## src/rtl/debug_reg_dump.sv

```systemverilog
//==============================================================================
// Module      : debug_reg_dump
// Description : Walks the core's debug register port x0..x(NUM_REGS-1) on a
//               start pulse and streams each sampled word over valid/ready.
//               Define DEBUG_DUMP_PC_EN to append a snapshot of pc_in as a
//               final word with index NUM_REGS.
// Revision    : 1.0 - initial release
//==============================================================================
`default_nettype none

module debug_reg_dump #(
    parameter int NUM_REGS      = 32,
    parameter int DATA_W        = 32,
    parameter int SETTLE_CYCLES = 1
) (
    input  logic              clk,
    input  logic              reset,
    input  logic              start,
    output logic [4:0]        dbg_sel,
    input  logic [DATA_W-1:0] dbg_data,
    input  logic [31:0]       pc_in,
    output logic              out_valid,
    input  logic              out_ready,
    output logic [DATA_W-1:0] out_data,
    output logic [5:0]        out_idx,
    output logic              out_last,
    output logic              busy,
    output logic              done
);

    typedef enum logic [1:0] {
        S_IDLE   = 2'd0,
        S_SETTLE = 2'd1,
        S_SEND   = 2'd2
    } state_t;

    localparam logic [3:0] c_SETTLE   = SETTLE_CYCLES[3:0];
    localparam logic [4:0] c_LAST_SEL = 5'(NUM_REGS - 1);

    state_t            r_state, w_state_nxt;
    logic [3:0]        r_cnt, w_cnt_nxt;
    logic [4:0]        r_sel, w_sel_nxt;
    logic [DATA_W-1:0] r_data, w_data_nxt;
    logic [5:0]        r_idx, w_idx_nxt;
    logic              r_valid, w_valid_nxt;
    logic              r_last, w_last_nxt;
    logic              r_busy, w_busy_nxt;
    logic              r_done, w_done_nxt;
    logic              w_reg_is_last;

`ifdef DEBUG_DUMP_PC_EN
    localparam logic [5:0] c_PC_IDX = 6'(NUM_REGS);

    logic [31:0]       r_pc, w_pc_nxt;
    logic              r_pc_pend, w_pc_pend_nxt;

    // The PC word closes the dump, so register words never carry out_last.
    assign w_reg_is_last = 1'b0;
`else
    logic              w_unused_pc;

    assign w_unused_pc   = ^pc_in;
    assign w_reg_is_last = (r_sel == c_LAST_SEL);
`endif

    always_ff @(posedge clk or negedge reset) begin
        if (!reset) begin
            r_state   <= S_IDLE;
            r_cnt     <= '0;
            r_sel     <= '0;
            r_data    <= '0;
            r_idx     <= '0;
            r_valid   <= 1'b0;
            r_last    <= 1'b0;
            r_busy    <= 1'b0;
            r_done    <= 1'b0;
`ifdef DEBUG_DUMP_PC_EN
            r_pc      <= '0;
            r_pc_pend <= 1'b0;
`endif
        end else begin
            r_state   <= w_state_nxt;
            r_cnt     <= w_cnt_nxt;
            r_sel     <= w_sel_nxt;
            r_data    <= w_data_nxt;
            r_idx     <= w_idx_nxt;
            r_valid   <= w_valid_nxt;
            r_last    <= w_last_nxt;
            r_busy    <= w_busy_nxt;
            r_done    <= w_done_nxt;
`ifdef DEBUG_DUMP_PC_EN
            r_pc      <= w_pc_nxt;
            r_pc_pend <= w_pc_pend_nxt;
`endif
        end
    end

    always_comb begin
        w_state_nxt   = r_state;
        w_cnt_nxt     = r_cnt;
        w_sel_nxt     = r_sel;
        w_data_nxt    = r_data;
        w_idx_nxt     = r_idx;
        w_valid_nxt   = r_valid;
        w_last_nxt    = r_last;
        w_busy_nxt    = r_busy;
        w_done_nxt    = 1'b0;
`ifdef DEBUG_DUMP_PC_EN
        w_pc_nxt      = r_pc;
        w_pc_pend_nxt = r_pc_pend;
`endif
        case (r_state)
            S_IDLE: begin
                if (start) begin
                    w_sel_nxt   = '0;
                    w_cnt_nxt   = c_SETTLE;
                    w_busy_nxt  = 1'b1;
                    w_state_nxt = S_SETTLE;
`ifdef DEBUG_DUMP_PC_EN
                    w_pc_nxt    = pc_in;
`endif
                end
            end
            S_SETTLE: begin
                if (r_cnt != 4'd0) begin
                    w_cnt_nxt = r_cnt - 4'd1;
                end else begin
                    w_data_nxt  = dbg_data;
                    w_idx_nxt   = {1'b0, r_sel};
                    w_valid_nxt = 1'b1;
                    w_last_nxt  = w_reg_is_last;
                    w_state_nxt = S_SEND;
                end
            end
            S_SEND: begin
`ifdef DEBUG_DUMP_PC_EN
                // One idle cycle after the last register word, then the PC word.
                if (r_pc_pend) begin
                    w_data_nxt    = DATA_W'(r_pc);
                    w_idx_nxt     = c_PC_IDX;
                    w_last_nxt    = 1'b1;
                    w_valid_nxt   = 1'b1;
                    w_pc_pend_nxt = 1'b0;
                end else
`endif
                if (r_valid && out_ready) begin
                    w_valid_nxt = 1'b0;
                    if (r_last) begin
                        w_last_nxt  = 1'b0;
                        w_busy_nxt  = 1'b0;
                        w_done_nxt  = 1'b1;
                        w_state_nxt = S_IDLE;
                    end
`ifdef DEBUG_DUMP_PC_EN
                    else if (r_sel == c_LAST_SEL) begin
                        w_pc_pend_nxt = 1'b1;
                    end
`endif
                    else begin
                        w_sel_nxt   = r_sel + 5'd1;
                        w_cnt_nxt   = c_SETTLE;
                        w_state_nxt = S_SETTLE;
                    end
                end
            end
            default: begin
                w_state_nxt = S_IDLE;
            end
        endcase
    end

    assign dbg_sel   = r_sel;
    assign out_valid = r_valid;
    assign out_data  = r_data;
    assign out_idx   = r_idx;
    assign out_last  = r_last;
    assign busy      = r_busy;
    assign done      = r_done;

endmodule

`default_nettype wire
```

## config.mk

```make
export PLATFORM = sky130hd
export DESIGN_NAME = debug_reg_dump
export DESIGN_NICKNAME = d
export VERILOG_FILES = /design/src/rtl/debug_reg_dump.sv
export SDC_FILE = /design/constraint.sdc
export NUM_CORES = 1
export LEC_CHECK = 0
export ABC_AREA = 1
export ABC_CLOCK_PERIOD_IN_PS = 1600
export BUFFER_PORTS_ARGS = -buffer_cell sky130_fd_sc_hd__buf_2
export CORE_MARGIN = 10
export CORE_UTILIZATION = 45
export CTS_CLUSTER_DIAMETER = 40
export CTS_CLUSTER_SIZE = 20
export DETAILED_ROUTE_END_ITERATION = 8
export PLACE_DENSITY = 0.77
export RECOVER_POWER = 100
export SETUP_SLACK_MARGIN = 0.05
export SLEW_MARGIN = 0
export SYNTH_ARGS = -nofsm -noshare
export SYNTH_HDL_FRONTEND = slang
export SYNTH_SLANG_ARGS = --single-unit
```

## constraint.sdc

```tcl
create_clock -name clk -period 1.6 [get_ports clk]
set_input_delay 0.32 -clock clk [delete_from_list [all_inputs] [get_ports clk]]
set_output_delay 0.32 -clock clk [all_outputs]
set_load 0.1 [all_outputs]
```

==> impl_metrics.env <==
export IMPL_crit_buf_inv=1
export IMPL_insertion_delay_ns=0.31
export IMPL_timing_final_ws_setup_ns=0.0919
export IMPL_tns_ns=0
export IMPL_end_kind="output port"
export IMPL_ys_warnings_count=0
export IMPL_area_delta_synth_final_pct=28.1
export IMPL_slew_limit_headroom_pct=54.5
export IMPL_synth_main_ff_cell="dfrtp_1"
export IMPL_cts_sinks=52
export IMPL_n_fill_cell=453
export IMPL_synth_area_um2=2220
export IMPL_portBuffers=81
export IMPL_crit_start="dbg_sel[0]"
export IMPL_start_kind="register"
export IMPL_viasPerCell=4.46
export IMPL_rows=25
export IMPL_cp_max_fo=6
export IMPL_grt_pass1_vias=1883
export IMPL_hold_viol=0
export IMPL_place_ws_ns=0.0921
export IMPL_ios=115
export IMPL_core_um2=4750
export IMPL_ant_nets=0
export IMPL_setup_viol=0
export IMPL_rsz0062_at_grt="no"
export IMPL_numCtsBuffers=5
export IMPL_slowest_delay_ns=0.47
export IMPL_fp_dieW_um=90.2
export IMPL_die_y_um=90.2
export IMPL_clkSlewWorstSetupHoldPaths_ns=0.09
export IMPL_worst_pin_slew_ns=0.683
export IMPL_reg2reg_depth=5
export IMPL_grt_first_pass_wirelength_mm=8.67
export IMPL_hp_class="in -> reg"
export IMPL_clockBufferDepth=2
export IMPL_start_util_pct=46.7
export IMPL_crit_family="buffers and inverters"
export IMPL_cpMaxStageDelayCell="clkbuf_2"
export IMPL_regToRegStartpoint="r_cnt[0]"
export IMPL_num_vias=1814
export IMPL_hpwl_mm=3.81
export IMPL_period_minus_slack_ns=1.51
export IMPL_drive_gt1_share_pct=30.0
export IMPL_antenna_found_initial=0
export IMPL_yosysTopAreaCell="dfrtp_1"
export IMPL_cp_data_required_time_ns=1.28
export IMPL_worst_clock_skew_ns=0.00742
export IMPL_maxCapViolCount=0
export IMPL_multi_input_area_um2=693
export IMPL_max_clock_freq_ghz=0.663
export IMPL_wl_per_cell_um=12.3
export IMPL_path_class="reg -> out"
export IMPL_synth_common_cells="nand2_1 (74), dfrtp_1 (52), inv_1 (46)"
export IMPL_ys_seq_elements=52
export IMPL_synthDistinctLibCells=21
export IMPL_yosysMostFrequentCell="nand2_1"
export IMPL_n_antenna_cell=0
export IMPL_drtIter0Drc=64
export IMPL_seq_area_frac_synth_pct=58.6
export IMPL_hold_path_depth=3
export IMPL_place_congestion=0.802
export IMPL_slew_violations=0
export IMPL_status="completed"
export IMPL_drcViolationCount=0
export IMPL_die_area_um2=8140
export IMPL_grt_max_degree=53
export IMPL_synth_top_area_share_pct=58.6
export IMPL_arrival_ns=1.19
export IMPL_worst_path_stages=1
export IMPL_synthTopCellsByArea="dfrtp_1 (59%), nand2_1 (13%), inv_1 (7.8%)"
export IMPL_synthCells=255
export IMPL_firstDrtPassIters=4
export IMPL_track_usage_pct=12.7
export IMPL_holdCritStartpoint="dbg_data[20]"
export IMPL_cts_tree="built"
export IMPL_async_flop_share_pct=100
export IMPL_wl_mm=4.99
export IMPL_regArea_um2=1310
export IMPL_grt_overflow_total=0
export IMPL_syn_nets=327
export IMPL_path_cells="clkbuf_2"
export IMPL_fin_crit_sh_pct=94.3
export IMPL_cts_max_level=2
export IMPL_synth_edf_count=0
export IMPL_syn_area_per_cell_um2=8.70
export IMPL_clock_root_buffer="clkbuf_8"
export IMPL_finalNetCount=411
## sequential cells by signal (all words and copies together) (netlist names)
| name | count |
|---|---|
| dbg_sel | 5 |
| done | 1 |
| r_state | 2 |
| r_cnt | 4 |
| out_idx | 5 |
| out_last | 1 |
| out_valid | 1 |
| out_data | 32 |
| busy | 1 |
## placed cells by master, fill, tap and decap left out, drive strengths merged
master / count
inv: 47
xor2: 1
nand3b: 3
buf: 39
nor2: 9
nand3: 9
dlygate4sd3: 1
ha: 4
a21oi: 1
clkbuf: 53
o21ai: 44
dfrtp: 52
nand2: 74
conb: 1
nand4: 1
bufinv: 1
## stage by stage
stage          utilization, %  area (µm²)  cells  hold WS [ns]
2_1_floorplan               -        2230    255        0.0244
6_report                 59.8        2840    407         0.238
3_5_place_dp             57.4        2730    398         0.327
5_1_grt                  59.8        2840    407         0.232
4_1_cts                  60.3        2870    407         0.229
3_3_place_gp             57.4        2730    398         0.331
## layer usage
metal / wire length [µm] / GRT usage [%] / vias to the layer above
met4: 101 / 5.57 / 0
li1: - / - / 947
met5: 0 / 0 / -
met2: 2320 / 21.2 / 57
met1: 2220 / 14.2 / 800
met3: 351 / 4.66 / 10
## timing repair
action / in CTS / in global routing
hold buffers: 1 / 0
buffers inserted: 0 / 0
setup endpoints to repair: 0 / 35
resized for setup: 0 / 2
endpoints found under the hold margin: 33 / 0
## cell families after synthesis
family / after synthesis / share of synthesized area [%]
adder cells (fa/ha/maj): 4 / 2.25
other: 1 / 0.169
AND/OR/NAND/NOR: 96 / 18.0
buffers and inverters: 56 / 10.4
flip-flops: 52 / 58.6
XOR/XNOR: 1 / 0.395
AO/OA/AOI/OAI: 45 / 10.1
## layout make-up
class / instances / area share [%]
Clock buffer: 7 / 3.39
Clock inverter: 1 / 1.06
Inverter: 47 / 6.20
Multi-Input combinational cell: 147 / 24.4
Sequential cell: 52 / 46.0
Tap cell: 67 / 2.95
Timing Repair Buffer: 86 / 16.0
## tightest hold or removal path, cell delays in order
cell and delay [ns]:
buf_2 0.10, inv_1 0.04, o21ai_1 0.06
## worst paths after layout
check	slack [ns]	to
min reg2reg	0.49	out_data[25]
min	0.24	out_data[20]
min in group asynchronous	0.68	out_data[4]
max	0.09	dbg_sel[0]
max reg2reg	0.19	out_data[2]
max in group asynchronous	0.40	dbg_sel[1]
Power is left out: the tool's default activity adds up to more than one toggle a clock period on the data nets, which glitch-free logic cannot reach.
